[config.mk]
export PLATFORM = sky130hd
export DESIGN_NAME = row_access_sequencer_flat
export DESIGN_NICKNAME = d
export VERILOG_FILES = /design/src/rtl/row_access_sequencer_if.sv /design/src/rtl/row_access_sequencer.sv /design/src/flat_wrapper.sv
export SDC_FILE = /design/constraint.sdc
export NUM_CORES = 1
export LEC_CHECK = 0
export ABC_AREA = 1
export CAP_MARGIN = 15
export CORE_ASPECT_RATIO = 1.1
export CORE_MARGIN = 2
export CORE_UTILIZATION = 47
export DETAILED_ROUTE_END_ITERATION = 7
export PLACE_DENSITY_LB_ADDON = 0.2
export SLEW_MARGIN = 15
export SYNTH_ARGS = -nofsm -noshare
export SYNTH_HDL_FRONTEND = slang
export SYNTH_SLANG_ARGS = --single-unit
[constraint.sdc]
create_clock -name clk -period 1.86 [get_ports clk]
set_input_delay 0.279 -clock clk [delete_from_list [all_inputs] [get_ports clk]]
set_output_delay 0.279 -clock clk [all_outputs]
set_load 0.1 [all_outputs]
[src/rtl/row_access_sequencer_if.sv]
// Request handshake and row-path strobes between requester and sequencer.
// The sequencer takes the slave side; the requester/monitor takes master.
interface row_access_sequencer_if;
    logic       req_valid;
    logic       req_ready;
    logic [5:0] req_addr;
    logic [2:0] dec_addr_hi;
    logic [2:0] dec_addr_lo;
    logic       dec_en;
    logic       precharge_n;
    logic       wl_en;
    logic       sense_en;
    logic       busy;
    logic       done;

    modport master (
        output req_valid, req_addr,
        input  req_ready, dec_addr_hi, dec_addr_lo, dec_en,
        input  precharge_n, wl_en, sense_en, busy, done
    );

    modport slave (
        input  req_valid, req_addr,
        output req_ready, dec_addr_hi, dec_addr_lo, dec_en,
        output precharge_n, wl_en, sense_en, busy, done
    );
endinterface

[src/rtl/row_access_sequencer.sv]
// SRAM row-path sequencer: latches the row address and walks
// precharge -> wordline -> sense -> done with programmable lengths.
module row_access_sequencer #(
    parameter int PRE_CYC = 2,
    parameter int WL_CYC  = 3,
    parameter int SEN_CYC = 1
) (
    input  logic                  clk,
    input  logic                  rst,
    row_access_sequencer_if.slave bus
);

    localparam int M1   = (PRE_CYC > WL_CYC) ? PRE_CYC : WL_CYC;
    localparam int MAXC = (M1 > SEN_CYC) ? M1 : SEN_CYC;
    localparam int CW   = $clog2(MAXC + 1);

    typedef enum logic [2:0] {
        S_IDLE,
        S_SETUP,
        S_WL,
        S_SENSE,
        S_DONE
    } state_t;

    state_t          state_q, state_d;
    logic [CW-1:0]   cnt_q, cnt_d;
    logic [5:0]      addr_q, addr_d;
    logic            pre_n_q, pre_n_d;
    logic            wl_q, wl_d;
    logic            sen_q, sen_d;
    logic            done_q, done_d;
    logic            cnt_zero;

    assign cnt_zero = (cnt_q == '0);

    always_comb begin
        state_d = state_q;
        cnt_d   = cnt_q;
        addr_d  = addr_q;
        unique case (state_q)
            S_IDLE: begin
                if (bus.req_valid) begin
                    state_d = S_SETUP;
                    cnt_d   = CW'(PRE_CYC - 1);
                    addr_d  = bus.req_addr;
                end
            end
            S_SETUP: begin
                if (cnt_zero) begin
                    state_d = S_WL;
                    cnt_d   = CW'(WL_CYC - 1);
                end else begin
                    cnt_d = cnt_q - CW'(1);
                end
            end
            S_WL: begin
                if (cnt_zero) begin
                    state_d = S_SENSE;
                    cnt_d   = CW'(SEN_CYC - 1);
                end else begin
                    cnt_d = cnt_q - CW'(1);
                end
            end
            S_SENSE: begin
                if (cnt_zero) begin
                    state_d = S_DONE;
                    cnt_d   = '0;
                end else begin
                    cnt_d = cnt_q - CW'(1);
                end
            end
            S_DONE: begin
                state_d = S_IDLE;
                cnt_d   = '0;
            end
            default: begin
                state_d = S_IDLE;
                cnt_d   = '0;
            end
        endcase
    end

    // Strobes are flopped from the next state so they align with state_q.
    always_comb begin
        pre_n_d = (state_d == S_WL) || (state_d == S_SENSE);
        wl_d    = (state_d == S_WL);
        sen_d   = (state_d == S_SENSE);
        done_d  = (state_d == S_DONE);
    end

    always_ff @(posedge clk) begin
        if (rst) begin
            state_q <= S_IDLE;
            cnt_q   <= '0;
            addr_q  <= '0;
            pre_n_q <= 1'b0;
            wl_q    <= 1'b0;
            sen_q   <= 1'b0;
            done_q  <= 1'b0;
        end else begin
            state_q <= state_d;
            cnt_q   <= cnt_d;
            addr_q  <= addr_d;
            pre_n_q <= pre_n_d;
            wl_q    <= wl_d;
            sen_q   <= sen_d;
            done_q  <= done_d;
        end
    end

    assign bus.req_ready   = (state_q == S_IDLE);
    assign bus.busy        = (state_q != S_IDLE);
    assign bus.dec_addr_hi = addr_q[5:3];
    assign bus.dec_addr_lo = addr_q[2:0];
    assign bus.dec_en      = wl_q;
    assign bus.wl_en       = wl_q;
    assign bus.precharge_n = pre_n_q;
    assign bus.sense_en    = sen_q;
    assign bus.done        = done_q;

endmodule
[src/flat_wrapper.sv]
// flat-port wrapper written by rule: the top's interface ports become plain ports
module row_access_sequencer_flat 
#(
    parameter int PRE_CYC = 2,
    parameter int WL_CYC  = 3,
    parameter int SEN_CYC = 1
)
  (clk, rst, bus_req_valid, bus_req_addr, bus_req_ready, bus_dec_addr_hi, bus_dec_addr_lo, bus_dec_en, bus_precharge_n, bus_wl_en, bus_sense_en, bus_busy, bus_done);
  row_access_sequencer_if bus_i ();
  input  logic clk;
  input  logic rst;
  input wire logic [$bits(bus_i.req_valid)-1:0] bus_req_valid;
  input wire logic [$bits(bus_i.req_addr)-1:0] bus_req_addr;
  output wire logic [$bits(bus_i.req_ready)-1:0] bus_req_ready;
  output wire logic [$bits(bus_i.dec_addr_hi)-1:0] bus_dec_addr_hi;
  output wire logic [$bits(bus_i.dec_addr_lo)-1:0] bus_dec_addr_lo;
  output wire logic [$bits(bus_i.dec_en)-1:0] bus_dec_en;
  output wire logic [$bits(bus_i.precharge_n)-1:0] bus_precharge_n;
  output wire logic [$bits(bus_i.wl_en)-1:0] bus_wl_en;
  output wire logic [$bits(bus_i.sense_en)-1:0] bus_sense_en;
  output wire logic [$bits(bus_i.busy)-1:0] bus_busy;
  output wire logic [$bits(bus_i.done)-1:0] bus_done;
  assign bus_i.req_valid = bus_req_valid;
  assign bus_i.req_addr = bus_req_addr;
  assign bus_req_ready = bus_i.req_ready;
  assign bus_dec_addr_hi = bus_i.dec_addr_hi;
  assign bus_dec_addr_lo = bus_i.dec_addr_lo;
  assign bus_dec_en = bus_i.dec_en;
  assign bus_precharge_n = bus_i.precharge_n;
  assign bus_wl_en = bus_i.wl_en;
  assign bus_sense_en = bus_i.sense_en;
  assign bus_busy = bus_i.busy;
  assign bus_done = bus_i.done;
  row_access_sequencer #(.PRE_CYC(PRE_CYC), .WL_CYC(WL_CYC), .SEN_CYC(SEN_CYC)) u_core (.clk(clk), .rst(rst), .bus(bus_i));
endmodule
=== After elaboration in Yosys (flattened, before gate mapping) ===
Cells that the tools add are included.
Widths: inputs -> output; s select.

* Flip-flop bits (word level): 15
* Input port bits: 9
* Output and inout port bits: 13
* Logic and storage cells: 30

* Add/subtract/negate cells: 1
* Eq/ne operators: 7
* Muxes and demuxes: 9
* Reductions and logical operators: 6

{| class="wikitable"
|+ Operator list
! operator !! number
|-
| $eq 3x2->1 const B || 4
|-
| $mux 3 || 4
|-
| $pmux 3 s4 || 1
|-
| $mux 2 || 3
|-
| $pmux 2 s3 || 1
|-
| $eq 3x1->1 const B || 1
|-
| $eq 3x3->1 const B || 1
|-
| $logic_not 3->1 || 1
|-
| $reduce_bool 3->1 || 1
|-
| $logic_not 2->1 || 1
|-
| $ne 2x2->1 const B || 1
|-
| $reduce_and 2->1 || 1
|-
| $reduce_or 2->1 || 1
|-
| $sub 2x1->2 const B || 1
|-
| $logic_or 1x1->1 || 1
|}

=== Depth between registers and ports, before layout ===
* Depth after elaboration: 5
* Depth in mapped cells: 8
* Depth with buffers taken out: 8

=== Worst setup path before layout ===
Ideal clock, no wire load.

* Path kind: reg2out
* Start point: register u_core.state_q[2]
* End point: output port bus_busy
* Arrival: 1.385 ns
* Data required time: 1.581 ns
* Slack: 0.196 ns
* Cell stages (with the launch flop): 5
* Buffers on the path: 0
* Path through: dfxtp_1 -> inv_2 -> nand2_2 -> nor2_8 -> inv_1

* Longest elaborated chain between the ends: 1

{| class="wikitable"
|+ Ends and longest elaborated chain
! item !! line !! text
|-
| start: declaration || row_access_sequencer.sv:25 || <nowiki>state_t state_q, state_d;</nowiki>
|-
| start signal: assignment || row_access_sequencer.sv:101 || <nowiki>state_q <= state_d;</nowiki>
|-
| $reduce_bool 3->1 || row_access_sequencer.sv:112 || <nowiki>assign bus.busy = (state_q != S_IDLE);</nowiki>
|-
| end: declaration || flat_wrapper.sv:21 || <nowiki>output wire logic [$bits(bus_i.busy)-1:0] bus_busy;</nowiki>
|}

No other way between the ends.

=== Worst setup path in the final report ===
* Start point: register u_core.state_q[1]
* End point: output port bus_busy

The elaborated chain is that of the path after synthesis.

==> run_results.csv <==
group,metric,value,unit
outcome,status,"finished clean",
cells_and_area,nFillCells,128,
floorplanning,row_count,14,
critical_path,path_max_fanout,8,
placed_design,gp_congestion,0.745,
critical_path,r2r_setup_slack,660,ps
floorplanning,die_h,43.9,um
detailed_routing,vias_per_cell,4.80,
global_route,grt_pass1_wl,2.24,mm
clocking,cts_made_buffers,3,
synthesis,yosysTopAreaCell,"dfxtp_1",
timing,fin_skew,3.82,ps
critical_path,cp.required,1580,ps
placed_design,dp_cells,118,
synthesis,synth_nets,96,
clocking,clk_pin_slew,90,ps
synthesis,syn_inst,84,
floorplanning,ioPinCount,22,
pwr,p_leak,0.432,nW
floorplanning,fp.coreArea,1370,sq um
detailed_routing,ant_nets,0,
critical_path,cp_slowest_stage_delay,470,ps
run,maxCapViolCount,0,
synthesis,synth_area,681,sq um
clocking,postCtsSetupBuffers,0,
timing,max_freq,0.630,GHz
placed_design,dp_slack,403,ps
detailed_routing,drt_drc_violations_left,0,
pwr,p_total,1.23,mW
global_route,antenna_found_initial,0,
detailed_routing,vias,586,
cells_and_area,multi_input_area,304,sq um
detailed_routing,wl_per_cell,10.6,um
synthesis,ys_warn_count,0,
critical_path,crit_type,"reg -> out",
critical_path,crit_arrival,1310,ps
global_route,grt_overflow_total,0,
placed_design,port_buffers,21,
timing,tightest_slew,419,ps
cells_and_area,layout_commonest_cell,"dfxtp_1",
synthesis,synth_seq_cells,15,
clocking,clk_path_buf_depth,2,
synthesis,synth.area.top_cells,"dfxtp_1 44%, nand2_1 7.2%, a21oi_1 6.6%",
clocking,h-tree-depth,1,
critical_path,critPathCapture,"bus_busy",
critical_path,slowest_stage,"dfxtp_1",
cells_and_area,n_antenna_cell,0,
global_route,grt_max_degree,10,
worst_hold_path,min_path_type,"reg -> reg",
timing,finalHoldViolations,0,
cells_and_area,drive_above_1_share,24.5,%
global_route,grt_usage,18.6,%
detailed_routing,wl,1.29,mm
cells_and_area,finalNonFillerCells,122,
synthesis,synth_area_per_cell,8.10,sq um
cells_and_area,regArea,300,sq um
cells_and_area,fin_nets,119,
clocking,postCtsHoldBufs,0,
pwr,ir_drop,0.973,mV
synthesis,seq_area_frac_synth,44.1,%
critical_path,r2r_cells,4,
timing,layout_setup_ws,273,ps
global_route,grt_pass1_vias,532,
timing,period_share,85.3,%
timing,finalSetupViolCount,0,
floorplanning,die_x,40.3,um
critical_path,cp_cell_sequence,"inv_2 > nand2_2 > nor2_8 > inv_1 > buf_12",
timing,grt_setup_unrepaired,"false",
timing,fin_setup_tns,0,ps
floorplanning,initial_core_util,49.8,%
timing,period_minus_slack,1590,ps
placed_design,dpl.hpwl,1.02,mm
pwr,p_per_area,1350,nW/um^2
clocking,root_buffer,"clkbuf_4",
critical_path,start_kind,"flop",
clocking,clk_latency,270,ps
cells_and_area,area_growth,33.8,%
synthesis,synth_top_area_share,44.1,%
synthesis,synth_cell_types,20,
critical_path,cp-startpoint,"u_core.state_q[1]$_SDFF_PP0_",
floorplanning,dieArea,1770,sq um
timing,slew_headroom,72.0,%
clocking,cts_resized,0,
critical_path,worstReg2RegEnd,"u_core.bus.dec_en$_SDFF_PP0_",
critical_path,rr_startpoint,"u_core.state_q[0]$_SDFF_PP0_",
critical_path,end_kind,"primary output",
clocking,cts_tree,"done",
detailed_routing,drt_iter0_markers,11,
cells_and_area,final_cell_mix,"15 x dfxtp_1, 13 x nand2_1, 12 x buf_4",
clocking,cts.sinks,15,
timing,drv_slew,0,
detailed_routing,firstDrtPassIters,4,
==> state kept, by name (all words and copies together), names as in the netlist <==
| name | flops |
|---|---|
| u_core.bus.dec_en | 1 |
| u_core.bus.done | 1 |
| u_core.state_q | 3 |
| u_core.cnt_q | 2 |
| u_core.bus.precharge_n | 1 |
| u_core.addr_q | 6 |
| u_core.bus.sense_en | 1 |
==> report_power, final <==
group / switching [mW] / leakage, nW / internal, mW / total, mW
Combinational: 0.465 / 0.292 / 0.182 / 0.647
Sequential: 0.0422 / 0.123 / 0.364 / 0.406
Clock: 0.100 / 0.0177 / 0.0796 / 0.180
Total: 0.608 / 0.432 / 0.625 / 1.23
==> per-layer routing <==
metal	wire (um)	track usage (%)	vias to the layer above
met2	640	27.7	11
met4	19	10.0	0
li1	-	-	318
met3	50	4.62	2
met1	582	24.0	255
met5	0	0	-
==> final cells by class <==
type / instances / area share, %
Timing Repair Buffer: 22 / 23.1
Multi-Input combinational cell: 52 / 33.4
Clock inverter: 1 / 0.549
Tap cell: 16 / 2.20
Sequential cell: 15 / 33.0
Inverter: 13 / 5.36
Clock buffer: 3 / 2.47
==> how the worst min path moves through the flow <==
| stage | to | start | slack, ps | depth (start not counted) |
|---|---|---|---|---|
| 3_3_place_gp | u_core.addr_q[5]$_SDFFE_PP0P_ | u_core.addr_q[5]$_SDFFE_PP0P_ | 460 | 2 |
| 4_1_cts | u_core.addr_q[2]$_SDFFE_PP0P_ | u_core.addr_q[2]$_SDFFE_PP0P_ | 480 | 2 |
| 3_5_place_dp | u_core.addr_q[0]$_SDFFE_PP0P_ | u_core.addr_q[0]$_SDFFE_PP0P_ | 460 | 2 |
| 6_report | u_core.addr_q[4]$_SDFFE_PP0P_ | u_core.addr_q[4]$_SDFFE_PP0P_ | 480 | 2 |
| 2_1_floorplan | u_core.state_q[2]$_SDFF_PP0_ | rst | 360 | 1 |
| 5_1_grt | u_core.addr_q[0]$_SDFFE_PP0P_ | u_core.addr_q[0]$_SDFFE_PP0P_ | 490 | 2 |
==> critical path, delay by kind of cell, from the launching register on <==
family,cells,cell delay [ps]
buffers and inverters,3,380
DFF,1,470
and+or+nand+nor,2,190
==> stage by stage <==
stage                     area (sq um)  hold WS (ps)  util, %
final                              911           476     66.7
after global routing               911           495     66.7
after global placement             883           461     64.7
after floorplan                    681           358        -
after CTS                          911           478     66.7
after detailed placement           883           464     64.7
==> synthesized netlist by cell type <==
master and instances:
nand3_4 1, nor2_8 1, buf_6 1, buf_2 1, nor2_4 1, o21bai_1 1
buf_4 1, nand4_1 3, inv_1 10, dfxtp_1 15, nor3_1 2, nor2_1 7
a21oi_1 9, nand2_1 13, nand3_1 9, clkbuf_1 1, nand2_2 1, inv_2 3
ha_1 3, nand3_2 1
==> cell families after synthesis <==
group,count (synthesis),synth area share [%]
DFF,15,44.1
buffers and inverters,17,11.2
and+or+nand+nor,39,31.4
AOI/OAI and AO/OA,10,7.72
adders and majority gates,3,5.52
(Power assumes the default switching activity.)
